`src/rtl/execute_stage_pipe.sv`:
```
// Execute stage: decode, ALU operand/branch steering, multdiv sequencing and X/M register.
// Optional macro MD_TIMEOUT_EN adds a multdiv timeout after MD_MAX_CYCLES cycles.
module execute_stage_pipe #(
    parameter int DATA_W        = 32,
    parameter int MD_MAX_CYCLES = 40
) (
    input  logic              clock,
    input  logic              reset_n,
    input  logic              in_valid,
    input  logic [31:0]       in_insn,
    input  logic [DATA_W-1:0] in_pc,
    input  logic [DATA_W-1:0] in_dataA,
    input  logic [DATA_W-1:0] in_dataB,
    output logic [4:0]        alu_opcode,
    output logic [4:0]        alu_shamt,
    output logic [DATA_W-1:0] alu_opA,
    output logic [DATA_W-1:0] alu_opB,
    input  logic [DATA_W-1:0] alu_result,
    input  logic              alu_ne,
    input  logic              alu_lt,
    output logic              md_start_mult,
    output logic              md_start_div,
    input  logic [DATA_W-1:0] md_result,
    input  logic              md_ready,
    input  logic              md_exception,
    output logic              stall,
    output logic              branch_taken,
    output logic [DATA_W-1:0] branch_target,
    output logic              out_valid,
    output logic              out_exc,
    output logic [DATA_W-1:0] out_result,
    output logic [4:0]        out_rd
);
    typedef enum logic [0:0] {IDLE = 1'b0, BUSY = 1'b1} state_e;

    localparam logic [4:0] OP_RTYPE = 5'b00000;
    localparam logic [4:0] OP_J     = 5'b00001;
    localparam logic [4:0] OP_BNE   = 5'b00010;
    localparam logic [4:0] OP_JAL   = 5'b00011;
    localparam logic [4:0] OP_JR    = 5'b00100;
    localparam logic [4:0] OP_ADDI  = 5'b00101;
    localparam logic [4:0] OP_BLT   = 5'b00110;
    localparam logic [4:0] OP_SW    = 5'b00111;
    localparam logic [4:0] OP_LW    = 5'b01000;
    localparam logic [4:0] FN_MULT  = 5'b00110;
    localparam logic [4:0] FN_DIV   = 5'b00111;
    localparam logic [DATA_W-1:0] ONE_W = {{(DATA_W-1){1'b0}}, 1'b1};

    logic [4:0]        op_s, fn_s, rd_s, wb_rd_s;
    logic [DATA_W-1:0] imm_s, jtgt_s, pc_inc_s, wb_res_s;
    logic              is_mult_s, is_div_s, br_cond_s;
    logic              stall_s, start_mult_s, start_div_s;
    logic              load_sc_s, load_md_s, load_to_s, timeout_s;
    state_e            state_q, state_d;
    logic              out_valid_q, out_valid_d, out_exc_q, out_exc_d;
    logic [DATA_W-1:0] out_result_q, out_result_d;
    logic [4:0]        out_rd_q, out_rd_d;

    assign op_s     = in_insn[31:27];
    assign fn_s     = in_insn[6:2];
    assign rd_s     = in_insn[26:22];
    assign imm_s    = {{(DATA_W-17){in_insn[16]}}, in_insn[16:0]};
    assign jtgt_s   = {{(DATA_W-27){1'b0}}, in_insn[26:0]};
    assign pc_inc_s = in_pc + ONE_W;

    // Instruction decode: ALU steering, writeback fields and branch condition/target.
    always_comb begin
        alu_opcode    = 5'd0;
        alu_shamt     = 5'd0;
        alu_opA       = in_dataA;
        alu_opB       = in_dataB;
        wb_rd_s       = rd_s;
        wb_res_s      = alu_result;
        is_mult_s     = 1'b0;
        is_div_s      = 1'b0;
        br_cond_s     = 1'b0;
        branch_target = pc_inc_s + imm_s;
        case (op_s)
            OP_RTYPE: begin
                alu_opcode = fn_s;
                alu_shamt  = in_insn[11:7];
                is_mult_s  = (fn_s == FN_MULT);
                is_div_s   = (fn_s == FN_DIV);
            end
            OP_ADDI, OP_LW: alu_opB = imm_s;
            OP_SW: begin
                alu_opB = imm_s;
                wb_rd_s = 5'd0;
            end
            OP_BNE: begin
                alu_opcode = 5'b00001;
                wb_rd_s    = 5'd0;
                br_cond_s  = alu_ne;
            end
            OP_BLT: begin
                alu_opcode = 5'b00001;
                wb_rd_s    = 5'd0;
                br_cond_s  = alu_lt;
            end
            OP_J: begin
                wb_rd_s       = 5'd0;
                br_cond_s     = 1'b1;
                branch_target = jtgt_s;
            end
            OP_JAL: begin
                alu_opA       = in_pc;
                alu_opB       = {DATA_W{1'b0}};
                wb_rd_s       = 5'd31;
                wb_res_s      = pc_inc_s;
                br_cond_s     = 1'b1;
                branch_target = jtgt_s;
            end
            OP_JR: begin
                wb_rd_s       = 5'd0;
                br_cond_s     = 1'b1;
                branch_target = in_dataA;
            end
            default: begin
                alu_opcode = 5'd0;
            end
        endcase
    end

`ifdef MD_TIMEOUT_EN
    localparam int CNT_W = $clog2(MD_MAX_CYCLES) + 1;
    logic [CNT_W-1:0] cnt_q, cnt_d;

    assign timeout_s = (state_q == BUSY) && (cnt_q == CNT_W'(MD_MAX_CYCLES - 1));

    // Cycle counter: cleared on issue, advances while waiting in BUSY.
    always_comb begin
        if (state_q == IDLE) begin
            cnt_d = {CNT_W{1'b0}};
        end else begin
            cnt_d = cnt_q + {{(CNT_W-1){1'b0}}, 1'b1};
        end
    end

    // Counter register.
    always_ff @(posedge clock or negedge reset_n) begin
        if (!reset_n) begin
            cnt_q <= {CNT_W{1'b0}};
        end else begin
            cnt_q <= cnt_d;
        end
    end
`else
    logic [31:0] md_max_unused_s;
    assign md_max_unused_s = 32'(MD_MAX_CYCLES);
    assign timeout_s       = 1'b0;
`endif

    // Multdiv sequencer: issue pulse in IDLE, wait in BUSY for ready (or timeout).
    always_comb begin
        state_d      = state_q;
        stall_s      = 1'b0;
        start_mult_s = 1'b0;
        start_div_s  = 1'b0;
        load_sc_s    = 1'b0;
        load_md_s    = 1'b0;
        load_to_s    = 1'b0;
        case (state_q)
            IDLE: begin
                if (in_valid && (is_mult_s || is_div_s)) begin
                    stall_s      = 1'b1;
                    start_mult_s = is_mult_s;
                    start_div_s  = is_div_s;
                    state_d      = BUSY;
                end else begin
                    load_sc_s = 1'b1;
                end
            end
            BUSY: begin
                if (md_ready) begin
                    load_md_s = 1'b1;
                    state_d   = IDLE;
                end else if (timeout_s) begin
                    load_to_s = 1'b1;
                    state_d   = IDLE;
                end else begin
                    stall_s = 1'b1;
                end
            end
            default: state_d = IDLE;
        endcase
    end

    // Handshake outputs are forced low while reset is held.
    assign stall         = stall_s & reset_n;
    assign md_start_mult = start_mult_s & reset_n;
    assign md_start_div  = start_div_s & reset_n;
    assign branch_taken  = in_valid & ~stall & br_cond_s;

    // X/M next-state: multdiv result, timeout fault, single-cycle result or hold.
    always_comb begin
        out_valid_d  = out_valid_q;
        out_exc_d    = out_exc_q;
        out_result_d = out_result_q;
        out_rd_d     = out_rd_q;
        if (load_md_s) begin
            out_valid_d  = 1'b1;
            out_exc_d    = md_exception;
            out_result_d = md_result;
            out_rd_d     = rd_s;
        end else if (load_to_s) begin
            out_valid_d  = 1'b1;
            out_exc_d    = 1'b1;
            out_result_d = {DATA_W{1'b0}};
            out_rd_d     = rd_s;
        end else if (load_sc_s) begin
            out_valid_d  = in_valid;
            out_exc_d    = 1'b0;
            out_result_d = wb_res_s;
            out_rd_d     = wb_rd_s;
        end else begin
            out_valid_d  = out_valid_q;
        end
    end

    // State and X/M registers.
    always_ff @(posedge clock or negedge reset_n) begin
        if (!reset_n) begin
            state_q      <= IDLE;
            out_valid_q  <= 1'b0;
            out_exc_q    <= 1'b0;
            out_result_q <= {DATA_W{1'b0}};
            out_rd_q     <= 5'd0;
        end else begin
            state_q      <= state_d;
            out_valid_q  <= out_valid_d;
            out_exc_q    <= out_exc_d;
            out_result_q <= out_result_d;
            out_rd_q     <= out_rd_d;
        end
    end

    assign out_valid  = out_valid_q;
    assign out_exc    = out_exc_q;
    assign out_result = out_result_q;
    assign out_rd     = out_rd_q;
endmodule

```
`config.mk`:
```
export PLATFORM = sky130hd
export DESIGN_NAME = execute_stage_pipe
export DESIGN_NICKNAME = d
export VERILOG_FILES = /design/src/rtl/execute_stage_pipe.sv
export SDC_FILE = /design/constraint.sdc
export NUM_CORES = 1
export LEC_CHECK = 0
export BUFFER_PORTS_ARGS = -buffer_cell sky130_fd_sc_hd__buf_2
export CAP_MARGIN = 20
export CORE_AREA = 2 2 135 137
export CTS_CLUSTER_SIZE = 16
export DETAILED_ROUTE_END_ITERATION = 7
export DIE_AREA = 0 0 137 139
export PLACE_DENSITY = 0.79
export RECOVER_POWER = 100
export SLEW_MARGIN = 0
export SYNTH_ARGS = -nofsm -noshare
export SYNTH_HDL_FRONTEND = slang
export SYNTH_SLANG_ARGS = --single-unit
```
`constraint.sdc`:
```
create_clock -name clock -period 3.8 [get_ports clock]
set_input_delay 0.38 -clock clock [delete_from_list [all_inputs] [get_ports clock]]
set_output_delay 0.38 -clock clock [all_outputs]
set_load 0.05 [all_outputs]
```
==> impl_metrics.toml <==
[run_status]
status = "finished, violations left"
violations = "design-rule violations, negative setup slack"

[routing]
drt_iter0_markers = 1002
drt_wl_total_microns = 30000
drc = 10
drtPass1Iterations = 8
detail_route.wl_per_cell_microns = 18.7
ant_nets = 0
num_vias = 8807
viasPerCell = 5.49

[logic_synthesis]
synth_top_area_share_pct = 16.2
avgSynthCellArea_sq_um = 6.88
synth-edff-count = 0
synth_fp_nets = 1137
ys.flop_type = "dfrtp_1"
yosysTopAreaCell = "dfrtp_1"
yosysUniqueCellTypes = 66
yosysSeqAreaShare_pct = 16.2
ys_ff_latch = 40
yosysWarnings = 0
async_reset_ff_share_pct = 100
synthTopCellsByArea = "dfrtp_1 16%, nand2_1 13%, ha_1 7.9%, mux2i_1 6.8%, a21oi_1 5.9%"
synthCells = 898
netlist_area_sq_um = 6180

[floorplanning]
dieArea_sq_um = 19000
num_rows = 49
initial_core_util_pct = 35.0
core_sq_um = 17700
die_y_microns = 139
io_pins = 348
die_w_microns = 137

[finish]
final_cell_area_sq_um = 10100
synthToLayoutAreaGrowth_pct = 63.1
num-fill-cells = 1595
layout-drive-gt1-share_pct = 38.9
final_cell_count_no_fill = 1604
nets = 1614
fin_util_pct = 57.1
num_antenna_cells = 0

[power]
clkPwrFrac_pct = 16.0
p_leak_nw = 4.92
powerDensity_nw_per_um2 = 271
power.switching_mw = 1.37
finalPower_mw = 2.73
seqPwrFrac_pct = 17.4
power.share.switching_pct = 50.2
vdd_drop_max_mv = 0.390
p_comb_share_pct = 66.6
cellInternalPower_mw = 1.36

[critical_path]
cp.arrival_ns = 3.57
critPathCaptureType = "output pin"
worstPathRequired_ns = 3.42
r2r-start = "state_q"
r2r_end = "out_rd[4]"
crit_fanout = 6
cp-start-kind = "primary input"
worstSetupPathType = "primary input to output pin"
ff2ff_path_depth = 4
rrSetupSlack_ns = 1.64

[worst_hold_path]
hp-class = "primary input to flip-flop"
worstHoldStart = "md_exception"
hold_depth = 2
hold_path_end = "out_exc"

[timing]
rsz0062_at_grt = "true"
layout_setup_ws_ns = -0.154
finalSetupTns_ns = -0.489
setup_viol = 5
fmax_ghz = 0.253
max_slew.worst_pin.slew_ns = 1.42
relSlewSlack_pct = 5.05
finalMaxSlewViolations = 0
fin_crit_ns = 3.95
whs_ns = 0.365
hold_violations = 0
final.setup_skew_ns = 0.00171
fin_crit_sh_pct = 104

[global_route]
grt_use_total_pct = 29.0
grt_pass1_vias = 8003
grt_max_degree = 62
grt_first_pass_wirelength_microns = 43600
grt_overflow_total = 0
antenna_found_initial = 0

[placement]
place_ws_ns = -0.411
dpl.hpwl_microns = 23700
placed_cell_area_sq_um = 9210
place_congestion = 0.968
place_inst = 1569
io_buffers = 347

[clock_tree]
cts_root_buffer = "clkbuf_16"
clk_pin_slew_ns = 0.05
tritoncts = "built"
cts_buffers = 5
clock_path_buffers = 2
clkLatencyLatePin_ns = 0.28
htree_levels = 2
cts.sinks = 40

[job]
drv_cap = 0
## logic make-up after synthesis
| logic type | after synthesis | synth area share [%] |
|---|---|---|
| multiplexers | 44 | 7.35 |
| buffers and inverters | 73 | 4.63 |
| AND/OR/NAND/NOR | 370 | 26.6 |
| adder cells (fa/ha/maj) | 40 | 8.22 |
| flip-flops | 40 | 16.2 |
| AO/OA/AOI/OAI | 274 | 28.9 |
| XOR/XNOR | 57 | 8.08 |
## flip-flops by register name (all words and copies together) (netlist names)
register / cells
out_result: 32
out_rd: 5
out_exc: 1
out_valid: 1
state_q: 1
## worst max path at each step
stage,startpoint,endpoint,slack [ns],depth (start not counted)
4_1_cts,in_pc[4],branch_target[30],-0.10,14
2_1_floorplan,in_pc[3],branch_target[26],-0.04,11
3_5_place_dp,in_pc[3],branch_target[30],-0.41,14
5_1_grt,in_pc[1],branch_target[31],-0.25,18
3_3_place_gp,in_pc[3],branch_target[31],-0.27,16
6_report,in_pc[3],branch_target[30],-0.15,14
## layout by cell type, fill, tap and decap left out, types with 25 or more instances in the layout
| master | netlist | layout |
|---|---|---|
| nand2_1 | 219 | 212 |
| buf_2 | 7 | 202 |
| buf_4 | 1 | 173 |
| clkbuf_1 | 42 | 94 |
| a21oi_1 | 73 | 65 |
| o21ai_0 | 70 | 54 |
| nor2_1 | 54 | 46 |
| mux2i_1 | 42 | 42 |
| dfrtp_1 | 40 | 40 |
| clkbuf_2 | 0 | 37 |
| a21o_1 | 33 | 33 |
| ha_1 | 39 | 28 |
| a22oi_1 | 25 | 25 |
## power groups by stage
stage / clock network, mW / logic (mW) / registers [mW]
after global routing: 0.460 / 1.91 / 0.477
after global placement: 0 / 1.66 / 0.479
after CTS: 0.443 / 1.75 / 0.473
final: 0.436 / 1.82 / 0.474
after detailed placement: 0 / 1.67 / 0.480
after floorplan: 0 / 0.960 / 0.575
## area by class of cell
type                    instances  area, sq um  area share (%)
flip-flops and latches         40         1000            9.93
inverters                      16         60.1           0.596
well taps                     229          287            2.84
multi-input cells             785         5490            54.4
repair buffers                527         3100            30.7
clock buffers                   7          153            1.51
## worst max-delay path, cell delays in order
cell	delay, ns
buf_8	0.08
nand3_4	0.12
or3_4	0.42
xnor2_4	0.16
ha_4	0.31
nand4_1	0.10
and3_1	0.18
a21o_1	0.21
a2111o_1	0.42
a211oi_4	0.36
nand2_2	0.11
a2111oi_4	0.38
or3_1	0.19
buf_6	0.16
## layer usage
layer | share of wire [%] | wire length [microns] | up-vias | global-route usage, %
met1 | 42 | 12700 | 4103 | 39.1
met5 | 0 | 0 | - | 0
met3 | 8.2 | 2470 | 49 | 3.25
met4 | 2.1 | 624 | 0 | 6.02
met2 | 47 | 14200 | 473 | 49.5
li1 | - | - | 4182 | -
## what timing repair did
item / CTS / global route
hold endpoints to repair: 4 / 0
hold buffers: 1 / 0
setup endpoints to repair: 14 / 18
gates cloned: 0 / 0
buffers inserted: 13 / 13
resized for setup: 68 / 64
pin swaps: 30 / 49
## cells in the mapped netlist, types with 3 or more instances
cell type  number
nand2_1       219
a21oi_1        73
o21ai_0        70
nor2_1         54
clkbuf_1       42
mux2i_1        42
dfrtp_1        40
ha_1           39
a21o_1         33
xnor2_1        32
a22oi_1        25
xor2_1         25
nand3_1        24
nand4_1        17
and3_1         14
inv_1          14
nor3_1         11
o311a_1        11
a211oi_1        8
o211ai_1        8
a31oi_1         7
buf_1           7
buf_2           7
and2_1          6
o211a_1         6
or3_1           6
nor3b_1         5
o21a_1          5
a222oi_1        3
(Power assumes the default switching activity.)
